[src/rtl/sme_host_tx_if.sv]
// sme_host_tx_if: controller write/start port, SME character bus and result handshake
interface sme_host_tx_if;
   logic       wr_en;
   logic       wr_sel;
   logic       wr_clr;
   logic [7:0] wr_data;
   logic       start_str;
   logic       start_pat;
   logic       busy;
   logic [7:0] chardata;
   logic       isstring;
   logic       ispattern;
   logic       valid;
   logic       match;
   logic [4:0] match_index;
   logic       res_valid;
   logic       res_match;
   logic [4:0] res_index;
   logic       res_timeout;
   modport master (
      output wr_en, wr_sel, wr_clr, wr_data, start_str, start_pat, valid, match, match_index,
      input  busy, chardata, isstring, ispattern, res_valid, res_match, res_index, res_timeout
   );
   modport slave (
      input  wr_en, wr_sel, wr_clr, wr_data, start_str, start_pat, valid, match, match_index,
      output busy, chardata, isstring, ispattern, res_valid, res_match, res_index, res_timeout
   );
endinterface

[src/rtl/sme_host_tx.sv]
// sme_host_tx: buffers a string and a pattern, serializes them to the SME
// and returns its match result (or a timeout) to the controller
module sme_host_tx #(
   parameter int STR_MAX = 32,
   parameter int PAT_MAX = 8,
   parameter int TIMEOUT = 64
) (
   input  logic         clk,
   input  logic         reset,
   sme_host_tx_if.slave bus
);
   localparam int SLW = $clog2(STR_MAX + 1);
   localparam int PLW = $clog2(PAT_MAX + 1);
   localparam int SIW = STR_MAX > 1 ? $clog2(STR_MAX) : 1;
   localparam int PIW = PAT_MAX > 1 ? $clog2(PAT_MAX) : 1;
   localparam int IW  = SLW > PLW ? SLW : PLW;
   localparam int TW  = TIMEOUT > 2 ? $clog2(TIMEOUT) : 1;
   typedef enum logic [2:0] {IDLE, TX_STR, TX_PAT, WAIT, DONE} state_t;
   state_t         state, nstate;
   logic [7:0]     str_mem [2**SIW];
   logic [7:0]     pat_mem [2**PIW];
   logic [SLW-1:0] str_len;
   logic [PLW-1:0] pat_len;
   logic [IW-1:0]  idx, nidx;
   logic [TW-1:0]  cnt;
   logic           go_str, go_pat, wr_ok, str_wr, pat_wr, last_s, last_p, finish;
   always_comb begin
      go_str = state == IDLE && bus.start_str && str_len != '0 && pat_len != '0;
      go_pat = state == IDLE && !go_str && bus.start_pat && pat_len != '0;
      wr_ok  = state == IDLE && !go_str && !go_pat;
      str_wr = wr_ok && bus.wr_en && !bus.wr_clr && !bus.wr_sel && str_len != SLW'(STR_MAX);
      pat_wr = wr_ok && bus.wr_en && !bus.wr_clr && bus.wr_sel && pat_len != PLW'(PAT_MAX);
      last_s = idx == IW'(str_len) - IW'(1);
      last_p = idx == IW'(pat_len) - IW'(1);
      finish = bus.valid || cnt == TW'(TIMEOUT - 1);
   end
   always_comb begin
      nstate = state;
      nidx   = '0;
      case (state)
         IDLE:   nstate = go_str ? TX_STR : go_pat ? TX_PAT : IDLE;
         TX_STR: begin
            nstate = last_s ? TX_PAT : TX_STR;
            nidx   = last_s ? '0 : idx + 1'b1;
         end
         TX_PAT: begin
            nstate = last_p ? WAIT : TX_PAT;
            nidx   = last_p ? '0 : idx + 1'b1;
         end
         WAIT:   nstate = finish ? DONE : WAIT;
         default: nstate = IDLE;
      endcase
   end
   always_ff @(posedge clk) begin
      if (str_wr) str_mem[str_len[SIW-1:0]] <= bus.wr_data;
      if (pat_wr) pat_mem[pat_len[PIW-1:0]] <= bus.wr_data;
   end
   // The bus is loaded from the next state so the first char shows one cycle after start.
   always_ff @(posedge clk) begin
      if (reset) begin
         state           <= IDLE;
         idx             <= '0;
         cnt             <= '0;
         str_len         <= '0;
         pat_len         <= '0;
         bus.chardata    <= '0;
         bus.isstring    <= 1'b0;
         bus.ispattern   <= 1'b0;
         bus.res_match   <= 1'b0;
         bus.res_index   <= '0;
         bus.res_timeout <= 1'b0;
      end else begin
         state         <= nstate;
         idx           <= nidx;
         cnt           <= state == WAIT ? cnt + 1'b1 : '0;
         str_len       <= wr_ok && !bus.wr_sel && bus.wr_clr ? '0 : str_len + SLW'(str_wr);
         pat_len       <= wr_ok && bus.wr_sel && bus.wr_clr ? '0 : pat_len + PLW'(pat_wr);
         bus.chardata  <= nstate == TX_STR ? str_mem[nidx[SIW-1:0]] :
                          nstate == TX_PAT ? pat_mem[nidx[PIW-1:0]] : '0;
         bus.isstring  <= nstate == TX_STR;
         bus.ispattern <= nstate == TX_PAT;
         if (go_str || go_pat) begin
            bus.res_match   <= 1'b0;
            bus.res_index   <= '0;
            bus.res_timeout <= 1'b0;
         end else if (state == WAIT && finish) begin
            bus.res_match   <= bus.valid && bus.match;
            bus.res_index   <= bus.valid && bus.match ? bus.match_index : '0;
            bus.res_timeout <= !bus.valid;
         end
      end
   end
   always_comb begin
      bus.busy      = state != IDLE;
      bus.res_valid = state == DONE;
   end
endmodule
[src/flat_wrapper.sv]
// flat-port wrapper written by rule: the top's interface ports become plain ports
module sme_host_tx_flat 
#(
   parameter int STR_MAX = 32,
   parameter int PAT_MAX = 8,
   parameter int TIMEOUT = 64
)
  (clk, reset, bus_wr_en, bus_wr_sel, bus_wr_clr, bus_wr_data, bus_start_str, bus_start_pat, bus_valid, bus_match, bus_match_index, bus_busy, bus_chardata, bus_isstring, bus_ispattern, bus_res_valid, bus_res_match, bus_res_index, bus_res_timeout);
  sme_host_tx_if bus_i ();
  input  logic clk;
  input  logic reset;
  input wire logic [$bits(bus_i.wr_en)-1:0] bus_wr_en;
  input wire logic [$bits(bus_i.wr_sel)-1:0] bus_wr_sel;
  input wire logic [$bits(bus_i.wr_clr)-1:0] bus_wr_clr;
  input wire logic [$bits(bus_i.wr_data)-1:0] bus_wr_data;
  input wire logic [$bits(bus_i.start_str)-1:0] bus_start_str;
  input wire logic [$bits(bus_i.start_pat)-1:0] bus_start_pat;
  input wire logic [$bits(bus_i.valid)-1:0] bus_valid;
  input wire logic [$bits(bus_i.match)-1:0] bus_match;
  input wire logic [$bits(bus_i.match_index)-1:0] bus_match_index;
  output wire logic [$bits(bus_i.busy)-1:0] bus_busy;
  output wire logic [$bits(bus_i.chardata)-1:0] bus_chardata;
  output wire logic [$bits(bus_i.isstring)-1:0] bus_isstring;
  output wire logic [$bits(bus_i.ispattern)-1:0] bus_ispattern;
  output wire logic [$bits(bus_i.res_valid)-1:0] bus_res_valid;
  output wire logic [$bits(bus_i.res_match)-1:0] bus_res_match;
  output wire logic [$bits(bus_i.res_index)-1:0] bus_res_index;
  output wire logic [$bits(bus_i.res_timeout)-1:0] bus_res_timeout;
  assign bus_i.wr_en = bus_wr_en;
  assign bus_i.wr_sel = bus_wr_sel;
  assign bus_i.wr_clr = bus_wr_clr;
  assign bus_i.wr_data = bus_wr_data;
  assign bus_i.start_str = bus_start_str;
  assign bus_i.start_pat = bus_start_pat;
  assign bus_i.valid = bus_valid;
  assign bus_i.match = bus_match;
  assign bus_i.match_index = bus_match_index;
  assign bus_busy = bus_i.busy;
  assign bus_chardata = bus_i.chardata;
  assign bus_isstring = bus_i.isstring;
  assign bus_ispattern = bus_i.ispattern;
  assign bus_res_valid = bus_i.res_valid;
  assign bus_res_match = bus_i.res_match;
  assign bus_res_index = bus_i.res_index;
  assign bus_res_timeout = bus_i.res_timeout;
  sme_host_tx #(.STR_MAX(STR_MAX), .PAT_MAX(PAT_MAX), .TIMEOUT(TIMEOUT)) u_core (.clk(clk), .reset(reset), .bus(bus_i));
endmodule
[config.mk]
export PLATFORM = sky130hd
export DESIGN_NAME = sme_host_tx_flat
export DESIGN_NICKNAME = d
export VERILOG_FILES = /design/src/rtl/sme_host_tx_if.sv /design/src/rtl/sme_host_tx.sv /design/src/flat_wrapper.sv
export SDC_FILE = /design/constraint.sdc
export NUM_CORES = 1
export LEC_CHECK = 0
export BUFFER_PORTS_ARGS = -buffer_cell sky130_fd_sc_hd__buf_2
export CORE_ASPECT_RATIO = 0.6
export CORE_MARGIN = 1.5
export CORE_UTILIZATION = 64
export CTS_BUF_LIST = sky130_fd_sc_hd__clkbuf_4 sky130_fd_sc_hd__clkbuf_8
export CTS_CLUSTER_DIAMETER = 60
export DETAILED_ROUTE_END_ITERATION = 8
export HOLD_SLACK_MARGIN = 0.12
export PLACE_DENSITY = 0.88
export SLEW_MARGIN = 15
export SYNTH_ARGS = -nofsm -noshare
export SYNTH_HDL_FRONTEND = slang
export SYNTH_SLANG_ARGS = --single-unit
[constraint.sdc]
create_clock -name clk -period 3.5 [get_ports clk]
set_input_delay 0.525 -clock clk [delete_from_list [all_inputs] [get_ports clk]]
set_output_delay 0.525 -clock clk [all_outputs]
set_load 0.02 [all_outputs]
## After elaboration in Yosys (flattened, before gate mapping)

Memories as Yosys holds them, arrays and structs flattened.
Cells that the tools add are included.

| cells by class | value |
|---|---|
| add/subtract/negate cells | 6 |
| multiplexer cells | 16 |
| equality and inequality tests | 11 |
| bitwise operators | 1 |
| reductions and logical operators | 34 |

Operator list:

| cell | number |
|---|---|
| 1-bit logical AND | 19 |
| 8-bit 2-to-1 mux | 2 |
| 6-bit by 1-bit adder with 6-bit output, second input constant | 2 |
| 6-bit == test | 2 |
| 6-bit 2-to-1 mux | 2 |
| 3-bit case mux with 4 select lines | 1 |
| 6-bit case mux with 2 select lines | 1 |
| 3-bit by 2-bit == test with 1-bit output, second input constant | 3 |
| 2-bit OR reduction | 4 |
| 6-bit by 1-bit adder with 6-bit output | 1 |
| 3-bit by 1-bit == test with 1-bit output, second input constant | 2 |
| 6-bit == test, second input constant | 1 |
| 3-bit 2-to-1 mux | 2 |
| 6-bit inequality test, second input constant | 1 |
| 6-bit nonzero test | 1 |
| 6-bit by 1-bit subtractor with 6-bit output, second input constant | 1 |
| 1-bit zero test | 5 |
| 1-bit 2-to-1 mux | 5 |
| 5-bit 2-to-1 mux | 1 |
| 4-bit by 1-bit subtractor with 5-bit output, second input constant | 1 |
| 4-bit by 1-bit adder with 4-bit output | 1 |
| 2-bit 2-to-1 mux | 2 |
| 4-bit inequality test, second input constant | 1 |
| 4-bit nonzero test | 1 |
| 5 further kinds | 6 |

| word-level totals | value |
|---|---|
| bits in registers | 42 |
| bits in writable memories | 320 |
| output and inout bits | 19 |
| memories kept | 2 |

Memory list:

| name | words | bits a word | read ports | clocked after Yosys merged registers in | wr ports | line | text |
|---|---|---|---|---|---|---|---|
| u_core.str_mem | 32 | 8 | 1 | 0 | 1 | sme_host_tx.sv:20 | `logic [7:0] str_mem [2**SIW];` |
| u_core.pat_mem | 8 | 8 | 1 | 0 | 1 | sme_host_tx.sv:21 | `logic [7:0] pat_mem [2**PIW];` |

## Depth between registers and ports, before layout

Gate-level depths: netlist of the first run.

| logic depth | value |
|---|---|
| depth after elaboration | 16 |
| gate-level depth with buffers | 14 |
| mapped depth without buffers | 13 |

## Worst setup path after synthesis of the first run

No wires, ideal clock.

| timing path | value |
|---|---|
| kind | flip-flop to flip-flop |
| start | register u_core.pat_len[1] |
| end | memory u_core.str_mem[11][0], enable pin |
| library setup time | 0.370 ns |
| slack | 0.718 ns |
| arrival time | 2.411 ns |
| data required time | 3.130 ns |
| path buffers | 0 |
| clock period less this slack | 2.782 ns |
| cell stages (with the launch flop) | 9 |
| cells stage by stage | dfxtp_1 inv_1 ha_1 or3b_2 a21oi_1 nand3b_1 a211oi_2 nand2_1 nor2_1 |

| on the way | value |
|---|---|
| longest elaborated chain between the ends | 14 |

Ends and longest elaborated chain:

| item | line | text |
|---|---|---|
| start: declaration | sme_host_tx.sv:23 | `logic [PLW-1:0] pat_len;` |
| start signal: assignment | sme_host_tx.sv:77 | `pat_len <= wr_ok && bus.wr_sel && bus.wr_clr ? '0 : pat_len + PLW'(pat_wr);` |
| 4-bit nonzero test (*) | sme_host_tx.sv:28, sme_host_tx.sv:29 |  |
| 1-bit logical AND | sme_host_tx.sv:28 | `go_str = state == IDLE && bus.start_str && str_len != '0 && pat_len != '0;` |
| 1-bit zero test | sme_host_tx.sv:29, sme_host_tx.sv:30 |  |
| 1-bit logical AND | sme_host_tx.sv:29, sme_host_tx.sv:30 |  |
| 1-bit logical AND (2 in a row) | sme_host_tx.sv:29 | `go_pat = state == IDLE && !go_str && bus.start_pat && pat_len != '0;` |
| 1-bit zero test | sme_host_tx.sv:30 | `wr_ok = state == IDLE && !go_str && !go_pat;` |
| 1-bit logical AND (*) | sme_host_tx.sv:30 |  |
| 1-bit logical AND (*) (4 in a row) | sme_host_tx.sv:31 | `str_wr = wr_ok && bus.wr_en && !bus.wr_clr && !bus.wr_sel && str_len != SLW'(STR_MAX);` |
| 1-bit 2-to-1 mux (*) | sme_host_tx.sv:55 | `if (str_wr) str_mem[str_len[SIW-1:0]] <= bus.wr_data;` |
| 1-bit 2-to-1 mux (implied by the code) (*) | sme_host_tx.sv:55 |  |
| end: declaration | sme_host_tx.sv:20 |  |

Every way passes the cells marked *; elsewhere a longest branch is shown, timed or not.

## Final worst setup path of the first run

| timing path | value |
|---|---|
| start | register u_core.pat_len[0] |
| end | register u_core.bus.chardata[5] |

| on the way | value |
|---|---|
| longest elaborated chain between the ends | 12 |

Ends and longest elaborated chain:

| item | line | text |
|---|---|---|
| branches (longest 11 deep; another with memory read 32 x 8 bit) | - |  |
| 8-bit 2-to-1 mux (*) | sme_host_tx.sv:78 | `bus.chardata <= nstate == TX_STR ? str_mem[nidx[SIW-1:0]] :` |
| end signal: assignment | sme_host_tx.sv:78 |  |
| end: declaration | sme_host_tx_if.sv:26 | `output busy, chardata, isstring, ispattern, res_valid, res_match, res_index, res_timeout` |

Mark *: on every way between the ends.
A chain may end at the register's enable or synchronous reset.

==> results of run 1 <==
[sequential cells by signal, summed over array words and instances, names as in the netlist, 3 cells and up]
name and cells:
u_core.bus.chardata 8, u_core.pat_mem 64, u_core.pat_len 4, u_core.idx 6
u_core.str_len 6, u_core.bus.res_index 5, u_core.cnt 6, u_core.str_mem 256
u_core.state 3
[per-stage QoR]
stage	std cells	setup slack, ns	instance area (um^2)	setup TNS (ns)
CTS	1578	0.04292	17050	0
floorplan	1111	0.7185	15000	0
global placement	1489	0.09134	16000	0
detailed placement	1489	0.04068	16000	0
finish	1584	0.05343	17140	0
global route	1584	-0.03524	17140	-0.07371
[synth_stat cells, types with 7 or more instances]
cell / n
edfxtp_1: 320
nand2_1: 156
nor2_1: 90
nand3_1: 48
dfxtp_1: 42
mux2i_1: 38
clkbuf_1: 29
a211oi_1: 24
a31oi_1: 24
buf_2: 22
a221oi_1: 19
nor3_1: 19
a21oi_1: 17
o21ai_0: 16
o211ai_1: 15
a21boi_0: 14
xnor2_1: 14
xor2_1: 13
nand4_1: 12
a22oi_1: 11
and2_1: 11
and3_1: 11
ha_1: 11
o2111ai_1: 11
inv_1: 10
o221ai_1: 10
buf_4: 7
nand2b_1: 7
nand3b_1: 7
o22ai_1: 7
or3_1: 7
[layout make-up]
class,count,area [um^2]
Multi-Input combinational cell,675,4248
Tap cell,315,394.1
Clock buffer,66,814.5
Inverter,11,41.29
Timing Repair Buffer,132,953.4
Sequential cell,362,10450
Clock inverter,23,234.0
Fill cell,1435,5891
[routing by layer]
layer,vias up,share of wire
li1,4484,-
met1,5068,0.39
met2,799,0.43
met3,108,0.15
met4,2,0.029
met5,-,0.0014
[placed cells by master (no fill, tap or decap), types with 11 or more instances in the layout]
master | netlist | layout
clkbuf_8 | 0 | 51
a22oi_1 | 11 | 11
nand4_1 | 12 | 12
o211ai_1 | 15 | 15
nor2_1 | 90 | 90
a21boi_0 | 14 | 14
nor3_1 | 19 | 18
buf_2 | 22 | 40
mux2i_1 | 38 | 38
buf_4 | 7 | 87
edfxtp_1 | 320 | 320
xnor2_1 | 14 | 14
dfxtp_1 | 42 | 41
xor2_1 | 13 | 13
clkinv_1 | 0 | 11
nand3_1 | 48 | 48
a21oi_1 | 17 | 17
o2111ai_1 | 11 | 11
and3_1 | 11 | 11
ha_1 | 11 | 11
a221oi_1 | 19 | 19
a211oi_1 | 24 | 22
o21ai_0 | 16 | 16
clkbuf_4 | 0 | 15
a31oi_1 | 24 | 23
nand2_1 | 156 | 153
[power by group]
| group | leakage (nW) | switching [W] | internal [W] | total, W |
|---|---|---|---|---|
| combinational | 2.33 | 0.000168 | 0.0000550 | 0.000223 |
| sequential | 3.22 | 0.00000557 | 0.00471 | 0.00471 |
| clock | 0.540 | 0.00156 | 0.00188 | 0.00345 |
[worst max-delay path: stages (launching register included)]
cell and delay [ns]:
dfxtp_1 0.33, inv_1 0.10, ha_1 0.22, or3b_2 0.50, o22ai_1 0.21, o2111ai_2 0.21
nand3_1 0.25, and2_4 0.31, buf_4 0.24, a211oi_1 0.10, a211oi_1 0.53, o22ai_1 0.20
o211ai_1 0.18
[logic make-up (layout without fill, tap and decap cells)]
| kind of cell | Yosys count | in the layout | share of synthesized area |
|---|---|---|---|
| compound gates | 207 | 207 | 0.1047 |
| xor+xnor | 28 | 28 | 0.01685 |
| fa+ha+maj | 11 | 11 | 0.009176 |
| buf+inv | 74 | 232 | 0.02411 |
| flops | 362 | 362 | 0.6967 |
| mux | 42 | 42 | 0.03136 |
| simple gates | 387 | 387 | 0.1171 |
[worst max-delay path by stage]
stage / slack (ns) / to / cells past startpoint / start
6_report: 0.05 / u_core.bus.chardata[5] / 12 / u_core.pat_len[0]
5_1_grt: -0.04 / u_core.bus.chardata[0] / 13 / u_core.pat_len[0]
4_1_cts: 0.04 / u_core.bus.chardata[5] / 12 / u_core.str_len[0]
3_5_place_dp: 0.04 / u_core.bus.chardata[5] / 12 / u_core.str_len[0]
3_3_place_gp: 0.09 / u_core.bus.chardata[5] / 12 / u_core.str_len[0]
2_1_floorplan: 0.72 / u_core.str_mem[11][0] / 8 / u_core.pat_len[1]
[what timing repair did]
action,4_1_cts,5_1_grt
setup endpoints to repair,0,244
buffers inserted,0,6
gates resized for setup,0,9
==> metrics.cfg, run 1 <==
[placed_design]
io_buffer_count = 40
dp_hpwl_mm = 25.85
gp_congestion = 0.9303

[floorplanning]
die_h_um = 121.6
ioPinCount = 41
start_util = 0.6514
rows = 43
core_um2 = 23030
fp.dieW_um = 200.6
floorplan.die_area_um2 = 24390

[grt]
gr-total-overflow = 0
grt_max_degree = 70
grt_pass1_wl_mm = 59.12
grt_pass1_vias = 9834
use_met2 = 0.4770
grt_use_met1 = 0.4747
gr-usage-met3 = 0.1153
antenna_found_initial = 0
grt_usage = 0.3325
grt_busiest_layer = met2

[pwr]
ir_worst_vdd_mv = 0.4331
p_leak_nw = 6.085
p_per_area_nw_per_um2 = 489.0
power.total_w = 0.008380

[clocking]
holdBufCountCts = 0
htree_levels = 2
clockBufferDepth = 3
path_clk_slew_ns = 0.07
cts_buffers = 49
cts_sinks = 362
cts_tree = yes
insertion_delay_ns = 0.61
clk_root_buffer_cell = clkbuf_8

[sta]
period_minus_slack_ns = 3.447
finalClockSkew_ns = 0.02421
relSlewSlack = 0.3668
final_max_slew_viol_count = 0
worst_hold_slack_ns = 0.1690
tightest_slew_ns = 0.9498
setup_viol = 0
fmax_mhz = 290.1
finalHoldViolCount = 0
rsz0062_at_grt = yes
finalCritPeriodShare = 0.9847

[critical_path]
cp.required_ns = 4.03
worstPathMaxFanout = 12
crit_arrival_ns = 3.98
r2r.worst_path.cells = 12
crit_path_end_kind = register
r2r_end = u_core.bus.chardata[5]
path_class = reg2reg
critPathLaunchType = register
r2r_setup_slack_ns = 0.05
r2r_start = u_core.pat_len[0]

[yosys]
synth_edf_count = 320
synth_area_um2 = 15000
synth.avg_cell_area_um2 = 13.50
synth_area_leaders = edfxtp_1 64%, dfxtp_1 5.6%, nand2_1 3.9%, mux2i_1 2.5%, nor2_1 2.3%
ys_async_sr_fraction = 0
yosysWarnings = 0
synth_ff_type = edfxtp_1
synth_cells = 1111
ys_seq_elements = 362
synth_cell_type_count = 71
syn-num-nets = 1144
yosysTopAreaCell = edfxtp_1
ys_seq_area_frac = 0.6967
synth_top_cell_area_share = 0.6406

[drt]
ant_nets = 0
wl_per_cell_um = 25.28
drt-total-wl_mm = 40.05
drc = 0
routed_via_density = 6.604
drt_first_iter_violations = 1790
firstDrtPassIters = 6
vias = 10460

[cells_and_area]
layout-drive-gt1-share = 0.1946
fin_util = 0.7442
final_nets = 1264
n_antenna_cell = 0
area_growth_pct = 14.25

[min_path]
hold_path_class = in2reg
hold_start = bus_match_index[1]
hold_depth = 3
worstHoldEndpoint = u_core.bus.res_index[1]

[flow_run]
drv_cap = 0

[outcome]
status = completed

No activity file was read; power rests on OpenSTA's default activity.
==> inputs of run 2 (changes only) <==
--- a/config.mk
+++ b/config.mk
@@ -11,9 +11,10 @@
 export CORE_UTILIZATION = 64
 export CTS_BUF_LIST = sky130_fd_sc_hd__clkbuf_4 sky130_fd_sc_hd__clkbuf_8
 export CTS_CLUSTER_DIAMETER = 60
+export CTS_CLUSTER_SIZE = 14
 export DETAILED_ROUTE_END_ITERATION = 8
 export HOLD_SLACK_MARGIN = 0.12
-export PLACE_DENSITY = 0.88
+export PLACE_DENSITY = 0.81
 export SLEW_MARGIN = 15
 export SYNTH_ARGS = -nofsm -noshare
 export SYNTH_HDL_FRONTEND = slang
==> run 2 against run 1 <==
  * Sequential power hardly changed
  * Largest power group unchanged
  * Critical path depth down 1
  * Sequential cell count unchanged
  * Critical path type unchanged
  * Largest cell class unchanged
  * Clock skew grew 0.025 ns
  * Wire length is 0.59% higher
  * First-iteration DRC count is 12% lower
  * Maximum frequency down 0.25%
  * Core utilization decreased by 1.8 points
  * Power decreased by 13%
  * Count of clock-buffer cells in the layout is 13 lower
==> metrics.cfg, run 2 (synthesized netlist as in run 1, its figures left out) <==
[outcome]
status = completed

[sta]
finalClockSkew_ns = 0.04960  ; +0.02539 ns
finalHoldViolCount = 0  ; unchanged
relSlewSlack = 0.3366  ; -0.03023
period_minus_slack_ns = 3.455  ; +0.008545 ns
setup_viol = 0  ; unchanged
final_max_slew_viol_count = 0  ; unchanged
finalCritPeriodShare = 0.9872  ; +0.002441
worst_slack_ns = 0.04489  ; -0.008545 ns
tightest_slew_ns = 0.9952  ; +0.04535 ns
fmax_mhz = 289.4  ; -0.25%
rsz0062_at_grt = yes

[clocking]
clk_root_buffer_cell = clkbuf_8
insertion_delay_ns = 0.65  ; +0.04 ns
path_clk_slew_ns = 0.09  ; +0.02 ns
cts_tree = yes
htree_levels = 1  ; -1
cts_buffers = 29  ; -41%
clockBufferDepth = 3  ; unchanged
cts_sinks = 362  ; unchanged

[pwr]
ir_worst_vdd_mv = 0.4516  ; +4.3%
p_clk_frac = 0.326  ; -0.085
switching_share = 0.2073  ; about the same
p_leak_nw = 5.915  ; -2.8%
p_comb_frac = 0.031  ; +0.004
p_sw_w = 0.001516  ; -13%
p_per_area_nw_per_um2 = 437.3  ; -11%
internal_power_w = 0.005798  ; -13%
power_frac_seq = 0.643  ; +0.081

[placed_design]
dp_hpwl_mm = 27.14  ; +5.0%
io_buffer_count = 40  ; unchanged
gp_congestion = 0.9114  ; -2.0%
dp_cells = 1502  ; +0.87%
dp_slack_ns = -0.02561  ; -0.06629 ns

[grt]
grt_pass1_wl_mm = 60.37  ; +2.1%
grt_max_degree = 70  ; unchanged
antenna_found_initial = 1  ; +1
grt_pass1_vias = 9822  ; -0.12%
grt_usage = 0.3408  ; +0.008307
gr-total-overflow = 0  ; unchanged

[floorplanning]
start_util = 0.6514  ; unchanged
ioPinCount = 41  ; unchanged
fp.dieW_um = 200.6  ; unchanged
die_h_um = 121.6  ; unchanged
core_um2 = 23030  ; unchanged
floorplan.die_area_um2 = 24390  ; unchanged
rows = 43  ; unchanged

[critical_path]
crit_arrival_ns = 3.93  ; -0.05 ns
crit_path_end_kind = register
slowest_delay_ns = 0.49  ; -0.04 ns
crit_chain = inv_1 -> ha_1 -> or3b_2 -> o22ai_1 -> o2111ai_2 -> nand3_1 -> and2_4 -> mux2i_1 -> a22oi_1 -> o211ai_1 -> o2111ai_1
cp.required_ns = 3.98  ; -0.05 ns
r2r_setup_slack_ns = 0.04  ; about the same
critPathLaunchType = register
path_class = reg2reg
r2r.worst_path.cells = 11  ; -1
worstPathMaxFanout = 30  ; +18
cpMaxStageDelayCell = or3b_2
r2r_end = u_core.bus.chardata[7]
r2r_start = u_core.pat_len[0]

[cells_and_area]
fin_cells = 1559  ; -1.6%
final_cell_mix = 320 x edfxtp_1, 156 x nand2_1, 96 x buf_4, 90 x nor2_1, 48 x nand3_1
layout-drive-gt1-share = 0.1817  ; -0.01297
layout_commonest_cell = edfxtp_1
fin_util = 0.7264  ; -0.01782
largest_reg_flops = 256  ; unchanged
n_antenna_cell = 0  ; unchanged
final_nets = 1254  ; -0.79%
area_growth_pct = 11.51

[drt]
vias = 10210  ; -2.4%
drt_first_iter_violations = 1578  ; -12%
drc = 0  ; unchanged
wl_per_cell_um = 25.84  ; +2.2%
routed_via_density = 6.549  ; -0.83%
drt-total-wl_mm = 40.29  ; +0.59%
ant_nets = 0  ; unchanged
firstDrtPassIters = 6  ; unchanged

[min_path]
hold_start = bus_match_index[4]
worstHoldEndpoint = u_core.bus.res_index[4]
hold_depth = 3  ; unchanged
hold_path_class = in2reg

[flow_run]
drv_cap = 0  ; unchanged

-- run 2: metrics by stage --
stage / instance area (um^2) / TNS [ns] / hold WS, ns / total power [W]
after floorplan: 15000 / 0 / 0.4179 / 0.004892
after global placement: 16090 / 0 / 0.4323 / 0.005013
after detailed placement: 16090 / -0.02561 / 0.4369 / 0.005020
after CTS: 16710 / 0 / 0.1242 / 0.007308
after global routing: 16730 / -0.2491 / 0.1549 / 0.007500
final: 16730 / 0 / 0.1279 / 0.007314
-- run 2: cell type report --
| type | instances | area [um^2] |
|---|---|---|
| inverters | 11 | 41.29 |
| multi-input cells | 675 | 4225 |
| flip-flops and latches | 362 | 10450 |
| repair buffers | 142 | 1021 |
| clock inverters | 1 | 7.507 |
| fillers | 1531 | 6301 |
| clock buffers | 53 | 585.6 |
| well taps | 315 | 394.1 |
-- run 2: power by group through the flow --
stage | Clock, W | Sequential [W] | Combinational [W]
floorplan | 0 | 0.00481 | 0.0000868
CTS | 0.00238 | 0.00470 | 0.000220
finish | 0.00238 | 0.00470 | 0.000225
detailed placement | 0 | 0.00480 | 0.000217
global route | 0.00255 | 0.00471 | 0.000242
global placement | 0 | 0.00480 | 0.000211
-- run 2: how the worst max path moves through the flow --
| stage | startpoint | to | slack (ns) | depth (start not counted) |
|---|---|---|---|---|
| 5_1_grt | u_core.pat_len[0] | u_core.bus.chardata[7] | -0.09 | 11 |
| 4_1_cts | u_core.str_len[1] | u_core.bus.chardata[0] | 0.07 | 13 |
| 6_report | u_core.pat_len[0] | u_core.bus.chardata[7] | 0.04 | 11 |
| 3_5_place_dp | u_core.str_len[1] | u_core.bus.chardata[0] | -0.03 | 13 |
| 3_3_place_gp | u_core.str_len[1] | u_core.bus.chardata[5] | 0.16 | 13 |
| 2_1_floorplan | u_core.pat_len[1] | u_core.str_mem[11][0] | 0.72 | 8 |
-- run 2: critical path: cells and delay by family (launching register included) --
kind / cells / cell delay, ns
flops: 1 / 0.33
simple gates: 3 / 1.08
mux: 1 / 0.37
fa+ha+maj: 1 / 0.21
compound gates: 5 / 1.18
buf+inv: 1 / 0.07
-- run 2: routing by layer --
metal | part of all wire | wire length (um) | vias up | GRT usage
li1 | - | - | 4434 | -
met1 | 0.40 | 16200 | 4915 | 0.4972
met2 | 0.42 | 16940 | 762 | 0.4883
met3 | 0.15 | 6038 | 97 | 0.1239
met4 | 0.027 | 1102 | 2 | 0.09305
met5 | 0.00022 | 9 | - | 0
-- run 2: repair_timing --
action                                 CTS  global route
buffers inserted                         0             1
setup endpoints to repair                1           261
hold buffers                             2             0
pin swaps                                0             2
endpoints found under the hold margin    2             0
gates resized for setup                  1             6
